==> src/rtl/mem_dump_streamer_if.sv <==
// Output beat bus of mem_dump_streamer: valid/ready handshake carrying data, source address and last flag.
interface mem_dump_streamer_if;
  logic        valid;
  logic [31:0] data;
  logic [31:0] addr;
  logic        last;
  logic        ready;

  modport master (output valid, data, addr, last, input ready);
  modport slave  (input valid, data, addr, last, output ready);
endinterface

==> src/rtl/mem_dump_streamer.sv <==
// Walks a word range of data memory and streams each word out; first beat 3 cycles after the request, 1 beat/cycle, 2-entry buffer absorbs sink stalls.
// Optional DUMP_CHECKSUM_EN appends a modulo-2^32 sum beat (addr 0xFFFF_FFFC) as the final beat.
module mem_dump_streamer #(
  parameter int DEPTH_WORDS = 1024,
  parameter int CNT_W       = 11
) (
  input  logic                clk,
  input  logic                rst,
  input  logic                i_dump_req,
  input  logic [31:0]         i_dump_base,
  input  logic [CNT_W-1:0]    i_dump_count,
  output logic                o_mem_rd_en,
  output logic [31:0]         o_mem_addr_r,
  input  logic [31:0]         i_mem_data_r,
  mem_dump_streamer_if.master o_stream,
  output logic                o_busy,
  output logic                o_done
);
  typedef enum logic [1:0] {S_IDLE, S_RUN, S_DRAIN, S_DONE} state_t;
  typedef struct packed {
    logic        last;
    logic [31:0] addr;
    logic [31:0] data;
  } beat_t;

  localparam logic [CNT_W-1:0] MAX_CNT = CNT_W'(DEPTH_WORDS);
`ifdef DUMP_CHECKSUM_EN
  localparam logic CS_EN = 1'b1;
`else
  localparam logic CS_EN = 1'b0;
`endif

  state_t           r_state, w_state_nxt;
  logic [31:0]      r_addr, r_rd_addr, r_last_rd_addr;
  logic [CNT_W-1:0] r_remaining, w_count_clamped;
  logic             r_inflight, r_rd_last;
  beat_t            r_buf [2];
  logic             r_wr_ptr, r_rd_ptr;
  logic [1:0]       r_occ, w_slots;
  beat_t            w_head;
  logic             w_fifo_vld, w_out_vld, w_pop, w_fifo_pop, w_issue, w_start;
  logic             w_unused_base_lsb;

  assign w_unused_base_lsb = ^i_dump_base[1:0];
  assign w_head            = r_buf[r_rd_ptr];
  assign w_fifo_vld        = (r_occ != 2'd0);
  assign w_pop             = w_out_vld & o_stream.ready;
  assign w_fifo_pop        = w_pop & w_fifo_vld;
  assign w_count_clamped   = (i_dump_count > MAX_CNT) ? MAX_CNT : i_dump_count;
  assign w_start           = (r_state == S_IDLE) & i_dump_req;

  // Credit the pop happening this cycle so a full pipeline still issues every cycle.
  assign w_slots = r_occ + {1'b0, r_inflight} - {1'b0, w_fifo_pop};
  assign w_issue = (r_state == S_RUN) && (r_remaining != '0) && (w_slots < 2'd2);

`ifdef DUMP_CHECKSUM_EN
  logic [31:0] r_sum;
  logic        w_cs_vld;

  assign w_cs_vld        = (r_state == S_DRAIN) && !w_fifo_vld && !r_inflight;
  assign w_out_vld       = w_fifo_vld | w_cs_vld;
  assign o_stream.data   = w_cs_vld ? r_sum : w_head.data;
  assign o_stream.addr   = w_cs_vld ? 32'hFFFF_FFFC : w_head.addr;
  assign o_stream.last   = w_cs_vld | (w_fifo_vld & w_head.last);

  always_ff @(posedge clk or posedge rst) begin
    if (rst) begin
      r_sum <= '0;
    end else if (w_start) begin
      r_sum <= '0;
    end else if (w_fifo_pop) begin
      r_sum <= r_sum + w_head.data;
    end
  end
`else
  assign w_out_vld       = w_fifo_vld;
  assign o_stream.data   = w_head.data;
  assign o_stream.addr   = w_head.addr;
  assign o_stream.last   = w_fifo_vld & w_head.last;
`endif

  assign o_stream.valid = w_out_vld;

  always_comb begin
    w_state_nxt  = r_state;
    o_mem_rd_en  = w_issue;
    o_mem_addr_r = w_issue ? r_addr : r_last_rd_addr;
    o_busy       = (r_state == S_RUN) || (r_state == S_DRAIN);
    o_done       = (r_state == S_DONE);
    case (r_state)
      S_IDLE:  if (i_dump_req) w_state_nxt = ((w_count_clamped == '0) && !CS_EN) ? S_DONE : S_RUN;
      S_RUN:   if ((r_remaining == '0) || (w_issue && (r_remaining == CNT_W'(1)))) w_state_nxt = S_DRAIN;
      S_DRAIN: if (w_pop && o_stream.last) w_state_nxt = S_DONE;
      S_DONE:  w_state_nxt = S_IDLE;
      default: w_state_nxt = S_IDLE;
    endcase
  end

  always_ff @(posedge clk or posedge rst) begin
    if (rst) begin
      r_state        <= S_IDLE;
      r_addr         <= '0;
      r_rd_addr      <= '0;
      r_last_rd_addr <= '0;
      r_remaining    <= '0;
      r_inflight     <= 1'b0;
      r_rd_last      <= 1'b0;
      r_buf[0]       <= '0;
      r_buf[1]       <= '0;
      r_wr_ptr       <= 1'b0;
      r_rd_ptr       <= 1'b0;
      r_occ          <= 2'd0;
    end else begin
      r_state    <= w_state_nxt;
      r_inflight <= w_issue;
      if (w_start) begin
        r_addr      <= {i_dump_base[31:2], 2'b00};
        r_remaining <= w_count_clamped;
      end else if (w_issue) begin
        r_addr      <= r_addr + 32'd4;
        r_remaining <= r_remaining - CNT_W'(1);
      end
      if (w_issue) begin
        r_last_rd_addr <= r_addr;
        r_rd_addr      <= r_addr;
        r_rd_last      <= (r_remaining == CNT_W'(1)) & ~CS_EN;
      end
      // Read data is only valid the cycle after the read, so capture it now.
      if (r_inflight) begin
        r_buf[r_wr_ptr] <= '{last: r_rd_last, addr: r_rd_addr, data: i_mem_data_r};
        r_wr_ptr        <= ~r_wr_ptr;
      end
      if (w_fifo_pop) r_rd_ptr <= ~r_rd_ptr;
      r_occ <= r_occ + {1'b0, r_inflight} - {1'b0, w_fifo_pop};
    end
  end
endmodule

==> src/flat_wrapper.sv <==
// flat-port wrapper written by rule: the top's interface ports become plain ports
module mem_dump_streamer_flat 
#(
  parameter int DEPTH_WORDS = 1024,
  parameter int CNT_W       = 11
)
  (clk, rst, i_dump_req, i_dump_base, i_dump_count, o_mem_rd_en, o_mem_addr_r, i_mem_data_r, o_busy, o_done, o_stream_valid, o_stream_data, o_stream_addr, o_stream_last, o_stream_ready);
  mem_dump_streamer_if o_stream_i ();
  input  logic clk;
  input  logic rst;
  input  logic i_dump_req;
  input  logic [31:0] i_dump_base;
  input  logic [CNT_W-1:0] i_dump_count;
  output logic o_mem_rd_en;
  output logic [31:0] o_mem_addr_r;
  input  logic [31:0] i_mem_data_r;
  output logic o_busy;
  output logic o_done;
  output wire logic [$bits(o_stream_i.valid)-1:0] o_stream_valid;
  output wire logic [$bits(o_stream_i.data)-1:0] o_stream_data;
  output wire logic [$bits(o_stream_i.addr)-1:0] o_stream_addr;
  output wire logic [$bits(o_stream_i.last)-1:0] o_stream_last;
  input wire logic [$bits(o_stream_i.ready)-1:0] o_stream_ready;
  assign o_stream_valid = o_stream_i.valid;
  assign o_stream_data = o_stream_i.data;
  assign o_stream_addr = o_stream_i.addr;
  assign o_stream_last = o_stream_i.last;
  assign o_stream_i.ready = o_stream_ready;
  mem_dump_streamer #(.DEPTH_WORDS(DEPTH_WORDS), .CNT_W(CNT_W)) u_core (.clk(clk), .rst(rst), .i_dump_req(i_dump_req), .i_dump_base(i_dump_base), .i_dump_count(i_dump_count), .o_mem_rd_en(o_mem_rd_en), .o_mem_addr_r(o_mem_addr_r), .i_mem_data_r(i_mem_data_r), .o_stream(o_stream_i), .o_busy(o_busy), .o_done(o_done));
endmodule
==> config.mk <==
export PLATFORM = sky130hd
export DESIGN_NAME = mem_dump_streamer_flat
export DESIGN_NICKNAME = d
export VERILOG_FILES = /design/src/rtl/mem_dump_streamer_if.sv /design/src/rtl/mem_dump_streamer.sv /design/src/flat_wrapper.sv
export SDC_FILE = /design/constraint.sdc
export NUM_CORES = 1
export LEC_CHECK = 0
export CAP_MARGIN = 40
export CELL_PAD_IN_SITES_DETAIL_PLACEMENT = 0
export CELL_PAD_IN_SITES_GLOBAL_PLACEMENT = 1
export CORE_ASPECT_RATIO = 1.25
export CORE_UTILIZATION = 42
export DETAILED_ROUTE_END_ITERATION = 12
export GPL_TIMING_DRIVEN = 0
export PLACE_DENSITY = 0.75
export RECOVER_POWER = 25
export SLEW_MARGIN = 20
export SYNTH_ARGS = -nofsm -noshare
export SYNTH_HDL_FRONTEND = slang
export SYNTH_SLANG_ARGS = --single-unit
==> constraint.sdc <==
create_clock -name clk -period 9.2 [get_ports clk]
set_input_delay 1.84 -clock clk [delete_from_list [all_inputs] [get_ports clk]]
set_output_delay 1.84 -clock clk [all_outputs]
set_load 0.005 [all_outputs]
# Yosys cells after proc, flatten, opt, wreduce, memory -nomap -nowiden

Index checks and enable logic that the tools add are counted.

Flip-flop bits (word level): 245
Output and inout port bits: 101
Logic and storage cells: 71
Input port bits: 79

Add/sub/neg operators: 4
Bitwise gates (word level): 8
Reduce and logical (&&, ||, !) cells: 14
Eq/ne operators: 7
Muxes and demuxes: 17
Magnitude comparators: 5

Operators with widths:

| cell                                                                    | count |
|---|---|
| 65-bit 2-to-1 mux                                                       | 4 |
| 130-bit bitwise mux                                                     | 1 |
| 32-bit 2-to-1 mux                                                       | 3 |
| 65-bit demux with 1-bit select                                          | 1 |
| 11-bit 2-to-1 mux                                                       | 3 |
| 32-bit by 3-bit adder with 32-bit output (second input constant)        | 1 |
| 11-bit zero test                                                        | 2 |
| 11-bit by 1-bit equality test with 1-bit output (second input constant) | 1 |
| 11-bit greater-than comparator (second input constant)                  | 1 |
| 11-bit nonzero test                                                     | 1 |
| 11-bit by 1-bit subtractor with 11-bit output (second input constant)   | 1 |
| 2-bit 2-to-1 mux                                                        | 4 |
| 2-bit case mux with 4 select lines                                      | 1 |
| 2-bit != test (second input constant)                                   | 3 |
| 1-bit logical AND                                                       | 5 |
| 1-bit bitwise AND                                                       | 4 |
| 2-bit equality test (second input constant)                             | 2 |
| 2-bit >= comparator (second input constant)                             | 2 |
| 1-bit inverter with 2-bit output                                        | 2 |
| 2-bit nonzero test                                                      | 2 |
| 3-bit AND reduction                                                     | 1 |
| 2-bit by 1-bit adder with 2-bit output                                  | 1 |
| 2-bit by 1-bit equality test with 1-bit output (second input constant)  | 1 |
| 2-bit zero test                                                         | 1 |
| other kinds (5)                                                         | 7 |

# Logic depth before layout (Yosys ltp)

Depth in word-level cells: 10
Gate-level depth with buffers: 13
Mapped depth without buffers: 11

# Worst setup path after synthesis

OpenSTA, ideal clock, no wires.

Kind: input to output
Start point: in o_stream_ready
End point: out o_mem_addr_r[4]
Path slack: 3.747 ns
Required time: 7.360 ns
Arrival: 3.613 ns
Stages: 13
Buffers on the path: 2
Cells stage by stage: inv_1 > nor2_1 > ha_1 > inv_1 > ha_1 > xnor3_1 > and2_1 > clkbuf_1 > nand2_4 > inv_4 > buf_2 > nand2_1 > nand2_1

Cells in the longest elaborated chain, start to end: 6

Ends and longest elaborated chain:

| element                                     | RTL line                | text |
|---|---|---|
| start, declared                             | flat_wrapper.sv:23      | `input wire logic [$bits(o_stream_i.ready)-1:0] o_stream_ready;` |
| 1-bit bitwise AND                           | mem_dump_streamer.sv:47 | `assign w_pop = w_out_vld & o_stream.ready;` |
| 1-bit bitwise AND                           | mem_dump_streamer.sv:48 | `assign w_fifo_pop = w_pop & w_fifo_vld;` |
| named net u_core.w_fifo_pop                 | mem_dump_streamer.sv:41 | `logic w_fifo_vld, w_out_vld, w_pop, w_fifo_pop, w_issue, w_start;` |
| 2-bit by 1-bit subtractor with 2-bit output | mem_dump_streamer.sv:53 | `assign w_slots = r_occ + {1'b0, r_inflight} - {1'b0, w_fifo_pop};` |
| 2-bit less-than comparator                  | mem_dump_streamer.sv:54 | `assign w_issue = (r_state == S_RUN) && (r_remaining != '0) && (w_slots < 2'd2);` |
| 1-bit logical AND                           | mem_dump_streamer.sv:54 |  |
| named net o_mem_rd_en                       | flat_wrapper.sv:14      | `output logic o_mem_rd_en;` |
| 32-bit 2-to-1 mux                           | mem_dump_streamer.sv:87 | `o_mem_addr_r = w_issue ? r_addr : r_last_rd_addr;` |
| end, declared                               | flat_wrapper.sv:15      | `output logic [31:0] o_mem_addr_r;` |

The timed path passes the listed nets, and every way through them passes these cells.

# Worst setup path after layout

Start point: in o_stream_ready
End point: out o_mem_addr_r[2]

Cells in the longest elaborated chain, start to end: 6

Ends and longest elaborated chain:

| element                                     | RTL line |
|---|---|
| 1-bit bitwise AND                           | mem_dump_streamer.sv:47 |
| 1-bit bitwise AND                           | mem_dump_streamer.sv:48 |
| named net u_core.w_fifo_pop                 | mem_dump_streamer.sv:41 |
| 2-bit by 1-bit subtractor with 2-bit output | mem_dump_streamer.sv:53 |
| 2-bit less-than comparator                  | mem_dump_streamer.sv:54 |
| 1-bit logical AND                           | mem_dump_streamer.sv:54 |
| 32-bit 2-to-1 mux                           | mem_dump_streamer.sv:87 |

The timed path passes the listed nets, and every way through them passes these cells.

==> results.md <==
- Mean Syn Cell Area: 11.9 sq um
- Post_cts resized: 0
- Wire length of the first global-routing pass: between 30000 and 40000 um
- Core box area: 24500 sq um
- Gpl congestion: 0.839
- Clk buf depth: 3
- Slowest CP cell: clkdlybuf4s50_1
- Worst skew pair latency: about 510 ps
- Slowest cell delay on critical path: ~500 ps
- Seq cells post-synth: 237
- HPWL Detailed: 17800 um
- Relative max-transition margin: -135%
- Die Wd: roughly 140 um
- Cell taking the most area after synthesis: dfrtp_1
- Peak supply drop: between 0.00015 and 0.0002 V
- DRC Markers: 0
- # IOs: 180
- Post-CTS Setup Bufs: 0
- Hold_buf cts: 0
- Worst EP required: 7360 ps
- Synth Area in Compound Gates: 3.12%
- Sequential element share of the synthesized area: between 50% and 60%
- DRT antenna net count: 0
- Initial Util: a little over two fifths
- HP Class: reg2reg
- Critical Path Sink Type: output pin
- Post-Syn Instances: 883
- Final hold vios: 0
- CP Launch Type: input pin
- Violations in the final reports: capacitance limit, slew limit
- Tot GR Track Use: 19.9%
- Status: complete, but fails checks
- Largest family of logic cells by synthesized area: multiplexers
- Post-synth EDFFs: 0
- Largest net degree at the start of global routing: 95
- Critical-path cell list: clkdlybuf4s50_1, inv_1, nor2_1, ha_1, inv_1, ha_1, xnor3_1, and2_1, clkbuf_1, nand2_4, inv_4, buf_2, nand2_1, nand2_1, clkdlybuf4s50_1
- Crit path arrival time: 5150 ps
- Overflow after GRT: 0
- Fin crit share: 75.9%
- Post-synth top flop: dfrtp_1
- Root Driver: clkbuf_16
- Synth cell count leaders: 237 x dfrtp_1, 188 x mux2_2, 187 x nand2_1
- Vias: ~7100
- Synth Area in Adders: 1.19%
- Cell Pwr Density: 380 nW/um^2
- Total negative slack: 0 ps
- Layout cells sized above 1: 23.1%
- Drt pass-1 iters: 4
- DR vias/cell: approximately 5.0
- Worst Tran Pin Value: about 3500 ps
- Layout Nets: 1178
- Max-slew violation count: 78
- Dpl cells: around 1400
- DRT Wirelength: approximately 25000 um
- Die height: 179 um
- Count leader, synth: dfrtp_1
- RSZ-0062 raised after global routing: false
- Synth area leaders: dfrtp_1 56%, mux2_2 20%, nand2_1 6.7%
- F_max: 143 MHz
- Clock Sinks: approximately 240
- Die area: roughly 26000 sq um
- Final setup fails: 0
- XOR/XNOR Fraction of Synth Area: 2.80%
- Clk pin slew, worst setup/hold paths: 60 ps
- Post-Synth Simple-Gate Area: 13.1%
- Post-synthesis cell area: 10500 sq um
- CTS buffer count: 25
- Initial antenna violation count: 0
- Mux contribution to synthesized area: 20.4%
- Worst Path Max Fanout: 11
- Ys async rst share: 100%
- H-tree depth: 1
- Synth cell types: 46
- I/O Buffers: roughly 180
- MaxCap Viol Count: 1
- Share of the synthesized area in the top cell type: 56.4%
- Ys Warns: 0
- Non-Filler Instances: 1437
- Clk_skew: 5.74 ps
- Area grow syn2layout: 30.1%
- TritonCTS clock tree: built
- Standard-cell rows: 64
- Ant diodes: 0
- Routed wire per std cell: between 15 and 20 um
- Initial drt markers: around 210
- WS Path Type: in2out
- Leakage: between 6 and 7 nW
- Vias in the first global route: about 7400
- Tmin final: 6990 ps
[stage by stage]
step / hold slack [ps] / util [%] / area [sq um] / total power [mW] / worst slack [ps]
floorplan: 456 / - / 10500 / 3.04 / 857
global placement: 455 / 51.8 / 12700 / 4.07 / -2330
detailed placement: 462 / 52.1 / 12800 / 4.11 / 2210
CTS: 477 / 55.9 / 13700 / 5.27 / 2210
global route: 501 / 55.8 / 13700 / 5.57 / 1970
finish: 476 / 55.8 / 13700 / 5.19 / 2210
[flip-flops by register name (all words and copies together), names as in the netlist, 2 cells and up]
| signal | count |
|---|---|
| u_core.r_remaining | 11 |
| u_core.r_state | 2 |
| u_core.r_last_rd_addr | 32 |
| u_core.r_buf | 126 |
| u_core.r_occ | 2 |
| u_core.r_rd_addr | 30 |
| u_core.r_addr | 30 |
[where the power goes]
group	internal (mW)	switching [mW]
clock	0.727	0.409
sequential	1.53	0.290
combinational	1.27	0.971
total	3.52	1.67
[layout by cell type, fill, tap and decap left out, drive strengths merged, types with 2 or more instances in the layout]
cell           instances
clkinvlp               2
clkinv                 4
nor3                   3
clkdlybuf4s50        142
clkbuf                63
and2                   7
a31oi                  5
xor2                  26
and4                   4
nor2                  18
bufinv                 7
o21ai                 32
conb                   2
dfrtp                237
and3                   7
mux2i                  3
nand2                188
dlygate4sd3           33
or3                    3
o211ai                 4
nand3                 31
mux2                 188
xnor2                  5
buf                   17
nand4                 15
or4                    7
ha                    10
inv                   14
nor4                   9
a21oi                  9
[routing by layer]
| metal | routed length (um) | track usage, % | share of wire, % |
|---|---|---|---|
| met1 | 10900 | 26.3 | 44 |
| met2 | 11900 | 33.7 | 48 |
| met3 | 1260 | 3.04 | 5.1 |
| met4 | 609 | 6.12 | 2.5 |
| met5 | 0 | 0 | 0 |
[kinds of logic (layout without fill, tap and decap cells)]
group	count (synthesis)	in the layout
muxes	191	191
xor gates and xnor gates	32	32
adders and majority gates	10	10
and+or+nand+nor	296	296
other	1	2
AOI/OAI and AO/OA	57	57
DFF	237	237
buffers and inverters	59	282
[worst paths after layout]
kind                                                           from                                  end  slack [ps]  cells past startpoint
max in group asynchronous                                       rst   u_core.r_last_rd_addr[8]$_DFF_PP0_        4620                      4
worst max-delay path                                 o_stream_ready                      o_mem_addr_r[2]        2210                     15
worst max register to register            u_core.r_occ[1]$_DFF_PP0_        u_core.r_addr[31]$_DFFE_PP0P_        5870                     11
worst min-delay path            u_core.r_last_rd_addr[25]$_DFF_PP0_  u_core.r_last_rd_addr[25]$_DFF_PP0_         480                      2
worst min register to register  u_core.r_last_rd_addr[25]$_DFF_PP0_  u_core.r_last_rd_addr[25]$_DFF_PP0_         480                      2
min in group asynchronous                                       rst         u_core.r_buf[26]$_DFFE_PP0P_        2830                      2
[critical path: cells and delay by family]
| kind | cells | cell delay (ps) |
|---|---|---|
| buffers and inverters | 7 | 1840 |
| adders and majority gates | 2 | 430 |
| and+or+nand+nor | 5 | 840 |
| xor gates and xnor gates | 1 | 190 |
[cell type report]
type / instances / area [sq um]
Clock buffer: 33 / 696
Multi-Input combinational cell: 588 / 4280
Fill cell: 2214 / 10800
Sequential cell: 237 / 5930
Timing Repair Buffer: 178 / 1810
Buffer: 44 / 255
Tap cell: 330 / 413
Inverter: 15 / 60.1
Clock inverter: 12 / 241
Note: power is estimated with default switching activity, not from simulation.
